[src/rtl/cpu_pkg.sv]
// Shared definitions for the 8-bit bus CPU: opcodes, control-word bit positions,
// and the pre-assembled control words used by the micro sequencer.
package cpu_pkg;

    localparam int TSTATE_W = 3;
    localparam int CTRL_W   = 16;

    localparam logic [3:0] OP_NOP = 4'h0;
    localparam logic [3:0] OP_LDA = 4'h1;
    localparam logic [3:0] OP_ADD = 4'h2;
    localparam logic [3:0] OP_SUB = 4'h3;
    localparam logic [3:0] OP_STA = 4'h4;
    localparam logic [3:0] OP_LDI = 4'h5;
    localparam logic [3:0] OP_JMP = 4'h6;
    localparam logic [3:0] OP_JC  = 4'h7;
    localparam logic [3:0] OP_JZ  = 4'h8;
    localparam logic [3:0] OP_OUT = 4'hE;
    localparam logic [3:0] OP_HLT = 4'hF;

    localparam int FI  = 0;
    localparam int J   = 1;
    localparam int CO  = 2;
    localparam int CE  = 3;
    localparam int OI  = 4;
    localparam int BI  = 5;
    localparam int SU  = 6;
    localparam int SO  = 7;
    localparam int AO  = 8;
    localparam int AI  = 9;
    localparam int II  = 10;
    localparam int IO  = 11;
    localparam int RO  = 12;
    localparam int RI  = 13;
    localparam int MI  = 14;
    localparam int HLT = 15;

    function automatic logic [CTRL_W-1:0] cbit(input int idx);
        return CTRL_W'(1) << idx;
    endfunction

    localparam logic [CTRL_W-1:0] CTRL_FETCH0   = cbit(MI) | cbit(CO);
    localparam logic [CTRL_W-1:0] CTRL_FETCH1   = cbit(RO) | cbit(II) | cbit(CE);
    localparam logic [CTRL_W-1:0] CTRL_ADDR     = cbit(MI) | cbit(IO);
    localparam logic [CTRL_W-1:0] CTRL_LOAD_A   = cbit(RO) | cbit(AI);
    localparam logic [CTRL_W-1:0] CTRL_LOAD_B   = cbit(RO) | cbit(BI);
    localparam logic [CTRL_W-1:0] CTRL_SUM_A    = cbit(SO) | cbit(AI) | cbit(FI);
    localparam logic [CTRL_W-1:0] CTRL_DIFF_A   = cbit(SO) | cbit(SU) | cbit(AI) | cbit(FI);
    localparam logic [CTRL_W-1:0] CTRL_STORE_A  = cbit(AO) | cbit(RI);
    localparam logic [CTRL_W-1:0] CTRL_IMM_A    = cbit(IO) | cbit(AI);
    localparam logic [CTRL_W-1:0] CTRL_JUMP     = cbit(IO) | cbit(J);
    localparam logic [CTRL_W-1:0] CTRL_OUT_A    = cbit(AO) | cbit(OI);
    localparam logic [CTRL_W-1:0] CTRL_HALT     = cbit(HLT);

endpackage

[src/rtl/step_decode.sv]
// Combinational microcode ROM: maps (tstate, opcode, flags) to the raw control
// word for that step and whether it is the final step of the instruction.
module step_decode
    import cpu_pkg::*;
(
    input  logic [TSTATE_W-1:0] tstate,
    input  logic [3:0]          opcode,
    input  logic [1:0]          flags,
    output logic [CTRL_W-1:0]   ctrl_raw,
    output logic                last_step
);

    logic flag_c;
    logic flag_z;

    assign flag_c = flags[1];
    assign flag_z = flags[0];

    always_comb begin
        // NOTE: every output gets a default before the case so no path leaves it unassigned and no latch is inferred.
        ctrl_raw  = '0;
        last_step = 1'b0;
        case (tstate)
            3'd0: ctrl_raw = CTRL_FETCH0;
            3'd1: begin
                ctrl_raw = CTRL_FETCH1;
                // NOP and the unused opcodes 0x9-0xD have no execute steps.
                last_step = (opcode == OP_NOP) || (opcode >= 4'h9 && opcode <= 4'hD);
            end
            3'd2: begin
                last_step = 1'b1;
                case (opcode)
                    OP_LDA, OP_ADD, OP_SUB, OP_STA: begin
                        ctrl_raw  = CTRL_ADDR;
                        last_step = 1'b0;
                    end
                    OP_LDI: ctrl_raw = CTRL_IMM_A;
                    OP_JMP: ctrl_raw = CTRL_JUMP;
                    OP_JC:  ctrl_raw = flag_c ? CTRL_JUMP : '0;
                    OP_JZ:  ctrl_raw = flag_z ? CTRL_JUMP : '0;
                    OP_OUT: ctrl_raw = CTRL_OUT_A;
                    OP_HLT: ctrl_raw = CTRL_HALT;
                    default: ctrl_raw = '0;
                endcase
            end
            3'd3: begin
                last_step = 1'b1;
                case (opcode)
                    OP_LDA: ctrl_raw = CTRL_LOAD_A;
                    OP_ADD, OP_SUB: begin
                        ctrl_raw  = CTRL_LOAD_B;
                        last_step = 1'b0;
                    end
                    OP_STA: ctrl_raw = CTRL_STORE_A;
                    default: ctrl_raw = '0;
                endcase
            end
            3'd4: begin
                last_step = 1'b1;
                case (opcode)
                    OP_ADD: ctrl_raw = CTRL_SUM_A;
                    OP_SUB: ctrl_raw = CTRL_DIFF_A;
                    default: ctrl_raw = '0;
                endcase
            end
            // Unreachable steps fall back to fetch on the next edge.
            default: last_step = 1'b1;
        endcase
    end

endmodule

[src/rtl/micro_sequencer.sv]
// Microcoded control sequencer: T-state counter, {C,Z} flag register, halt latch
// and run/halt gating around the step_decode microcode table.
module micro_sequencer
    import cpu_pkg::*;
(
    input  logic                CLK,
    input  logic                rst,
    input  logic                run,
    input  logic [3:0]          opcode,
    input  logic                carry_in,
    input  logic                zero_in,
    output logic [CTRL_W-1:0]   ctrl,
    output logic [TSTATE_W-1:0] tstate,
    output logic [1:0]          flags,
    output logic                halted
);

    logic [CTRL_W-1:0] ctrl_raw;
    logic              last_step;

    step_decode u_step_decode (
        .tstate    (tstate),
        .opcode    (opcode),
        .flags     (flags),
        .ctrl_raw  (ctrl_raw),
        .last_step (last_step)
    );

    always_comb begin
        ctrl = '0;
        if (halted)
            ctrl = CTRL_HALT;
        else if (run)
            ctrl = ctrl_raw;
    end

    always_ff @(posedge CLK) begin
        // NOTE: non-blocking assignments so every register here samples pre-edge values.
        if (rst) begin
            tstate <= '0;
            flags  <= 2'b00;
            halted <= 1'b0;
        end else if (run && !halted) begin
            if (ctrl_raw[FI])
                flags <= {carry_in, zero_in};
            if (ctrl_raw[HLT]) begin
                halted <= 1'b1;
                tstate <= '0;
            end else if (last_step) begin
                tstate <= '0;
            end else begin
                tstate <= tstate + 3'd1;
            end
        end
    end

endmodule

[config.mk]
export PLATFORM = sky130hd
export DESIGN_NAME = micro_sequencer
export DESIGN_NICKNAME = d
export VERILOG_FILES = /design/src/rtl/cpu_pkg.sv /design/src/rtl/step_decode.sv /design/src/rtl/micro_sequencer.sv
export SDC_FILE = /design/constraint.sdc
export NUM_CORES = 1
export LEC_CHECK = 0
export ABC_AREA = 1
export BUFFER_PORTS_ARGS = -buffer_cell sky130_fd_sc_hd__buf_2
export CAP_MARGIN = 40
export CELL_PAD_IN_SITES_DETAIL_PLACEMENT = 0
export CELL_PAD_IN_SITES_GLOBAL_PLACEMENT = 1
export CORE_MARGIN = 3
export CORE_UTILIZATION = 29
export DETAILED_ROUTE_END_ITERATION = 8
export HOLD_SLACK_MARGIN = 0.05
export PLACE_DENSITY = 0.81
export SKIP_LAST_GASP = 1
export SLEW_MARGIN = 20
export SYNTH_ARGS = -nofsm -noshare
export SYNTH_HDL_FRONTEND = slang
export SYNTH_SLANG_ARGS = --single-unit
[constraint.sdc]
create_clock -name CLK -period 1.7 [get_ports CLK]
set_clock_uncertainty 0.2 [all_clocks]
set_input_delay 0.255 -clock CLK [delete_from_list [all_inputs] [get_ports CLK]]
set_output_delay 0.255 -clock CLK [all_outputs]
set_load 0.005 [all_outputs]
==> results_dict.tcl <==
set metrics [dict create \
    status "finished, violations left" \
    violations "setup timing" \
    tightestPinTransition_ns 0.246 \
    postSynthNetCount 116 \
    rsz0062_at_grt "yes" \
    regArea_sq_um 128 \
    yosysWarnings 0 \
    cts_buffers 3 \
    gp_congestion 0.862 \
    cts.sinks 6 \
    clkSlewWorstSetupHoldPaths_ns 0.04 \
    grt_max_degree 8 \
    io_buffers 30 \
    swShare_pct 35.9 \
    ys_seq_area_share_pct 19.0 \
    drtIter0Drc 21 \
    die_area_sq_mm 0.00277 \
    crit_path_end_kind "primary output" \
    nNetsFinal 167 \
    setup.worst_path.start_class "flip-flop" \
    relSlewSlack_pct 83.5 \
    slew_viol_final 0 \
    grt_pass1_wl_microns 3190 \
    die_w_microns 52.7 \
    drt-met1-wl_microns 884 \
    pin_count 31 \
    yosysUniqueCellTypes 22 \
    track_usage_pct 15.2 \
    p_leak_nw 0.567 \
    hold_path_class "input pin to flip-flop" \
    final_core_util_pct 56.8 \
    area_growth_syn_to_layout_pct 79.8 \
    dr.pass1.iters 4 \
    dp_hpwl_microns 1490 \
    initial_utilization_pct 31.6 \
    hold_viol 0 \
    wl_per_cell_microns 11.2 \
    num_vias 852 \
    intPower_w 0.000341 \
    antenna_found_initial 0 \
    max_cap_viol_count 0 \
    cts_buffer_depth 2 \
    avgSynthCellArea_sq_um 6.19 \
    final_cell_count_no_fill 178 \
    fp.coreArea_sq_mm 0.00200 \
    antenna_left 0 \
    ir_drop_v 0.000433 \
    max_freq_mhz 520 \
    pwr-share-comb_pct 45.9 \
    worst-setup-path-type "flip-flop to primary output" \
    clock_latency_ns 0.24 \
    layout_worst_path_cycle_share_pct 113 \
    routed_via_density 4.79 \
    setup_viol 17 \
    arrival_ns 1.47 \
    power.density_mw_per_mm2 468 \
    period_minus_slack_ns 1.92 \
    crit_path_max_fanout 3 \
    die_y_microns 52.7 \
    synth_cells 102 \
    yosys_register_bits 6 \
    rows 16 \
    cts_root_buffer "clkbuf_4" \
    wl_met2_microns 966 \
    highest_layer "met4" \
    wl_microns 1990 \
    n_fill_cell 199 \
    switchingPower_w 0.000191 \
    drive_gt1_share_pct 55.6 \
    power_frac_seq_pct 29.7 \
    h-tree-depth 1 \
    multiInputGateArea_sq_um 566 \
    worst_slack_ns -0.221 \
    clkPwrFrac_pct 24.4 \
    syn-cell-area_sq_um 632 \
    grt_pass1_vias 720 \
    cts_tree "yes" \
    gr-total-overflow 0 \
    antennaDiodeCount 0 \
    wl_met3_microns 131 \
    dpl.cell_count 169 \
    drc 0 \
    required_ns 1.24 \
]
==> synthesized netlist by cell type <==
cell / n / area (sq um)
a21oi_1: 7 / 35.0
a21oi_4: 1 / 16.3
a22oi_1: 1 / 7.51
a31oi_1: 1 / 6.26
buf_4: 2 / 15.0
dfxtp_1: 6 / 120
ha_1: 5 / 62.6
inv_1: 13 / 48.8
inv_2: 4 / 15.0
nand2_1: 21 / 78.8
nand2_2: 1 / 6.26
nand3_1: 6 / 30.0
nand3_2: 1 / 10.0
nand3b_1: 1 / 7.51
nand4_1: 5 / 31.3
nor2_1: 15 / 56.3
nor2_2: 1 / 6.26
nor2_4: 3 / 33.8
nor3_1: 1 / 5.00
o21ai_0: 4 / 20.0
o22ai_1: 2 / 12.5
o31ai_1: 1 / 7.51
==> placed cells by master, fill, tap and decap left out, types with 2 or more instances in the layout <==
cell / synthesis / final
inv_2: 4 / 5
buf_6: 0 / 4
clkbuf_4: 0 / 3
nand2_1: 21 / 16
nand2_2: 1 / 3
nand2_4: 0 / 3
nor2_1: 15 / 12
nand3_2: 1 / 3
buf_2: 0 / 29
buf_4: 2 / 12
inv_1: 13 / 9
dlygate4sd3_1: 0 / 3
o21ai_0: 4 / 4
a21oi_1: 7 / 6
nor2_2: 1 / 3
dfxtp_1: 6 / 4
ha_4: 0 / 5
nor2_4: 3 / 4
nand4_1: 5 / 5
dfxtp_4: 0 / 2
nand3_1: 6 / 4
inv_6: 0 / 2
==> critical path, stage by stage, from the launching register on <==
cell     delay [ns]
dfxtp_4        0.35
buf_6          0.13
inv_6          0.06
ha_4           0.14
nand4_1        0.10
nor2_2         0.15
inv_2          0.07
nor2_1         0.10
buf_2          0.12
==> layer usage <==
layer,vias to the layer above,GRT usage [%]
met4,0,7.66
met2,35,24.4
met3,2,1.71
li1,438,-
met1,377,19.9
met5,-,0
==> worst paths after layout <==
check | slack [ns] | cells past startpoint | to | from
setup / recovery | -0.22 | 8 | ctrl[6] | tstate[1]$_SDFFE_PP0P_
hold / removal | 0.1 | 3 | halted$_SDFFE_PP0P_ | run
setup reg to reg | 0 | 10 | flags[1]$_SDFFE_PP0P_ | tstate[1]$_SDFFE_PP0P_
hold reg to reg | 0.32 | 2 | halted$_SDFFE_PP0P_ | halted$_SDFFE_PP0P_
==> cell type report <==
cell class                 count  area share [%]
timing repair buffer          48            27.3
inverter                      17            6.72
tap                           27            2.97
multi-input combinational     77            49.8
sequential                     6            11.2
clock buffer                   3            1.98
==> timing repair <==
item / in CTS / in global routing
gates resized for setup: 29 / 16
hold buffers: 3 / 0
setup buffers: 0 / 3
pin swaps: 6 / 6
cloned: 0 / 0
setup endpoints to repair: 16 / 16
endpoints found under the hold margin: 4 / 0
==> sequential cells by signal, summed over array words and instances (netlist names) <==
| register | count |
|---|---|
| tstate | 3 |
| halted | 1 |
| flags | 2 |
==> power groups by stage <==
| stage | Combinational [W] | Sequential, W | Clock, W |
|---|---|---|---|
| floorplan | 0.0000929 | 0.000160 | 0 |
| global placement | 0.000177 | 0.000156 | 0 |
| detailed placement | 0.000177 | 0.000156 | 0 |
| CTS | 0.000217 | 0.000158 | 0.000140 |
| global route | 0.000270 | 0.000159 | 0.000146 |
| finish | 0.000244 | 0.000158 | 0.000130 |
==> cells by family after synthesis <==
family	Yosys count	synth area share [%]
adders and majority gates	5	9.90
AOI/OAI and AO/OA	17	16.6
DFF	6	19.0
and+or+nand+nor	55	42.0
buffers and inverters	19	12.5
==> metrics by stage <==
step | cell area, sq um | setup slack, ns | hold slack, ns | TNS (ns) | total power, W
6_report | 1140 | -0.221 | 0.0971 | -1.75 | 0.000532
5_1_grt | 1140 | -0.310 | 0.106 | -3.15 | 0.000575
4_1_cts | 1060 | -0.198 | 0.121 | -1.99 | 0.000515
3_5_place_dp | 891 | -0.0204 | 0.247 | -0.0352 | 0.000333
3_3_place_gp | 891 | -0.0132 | 0.244 | -0.0132 | 0.000333
2_1_floorplan | 632 | 0.0244 | 0.124 | 0 | 0.000253
(Power assumes the default switching activity.)
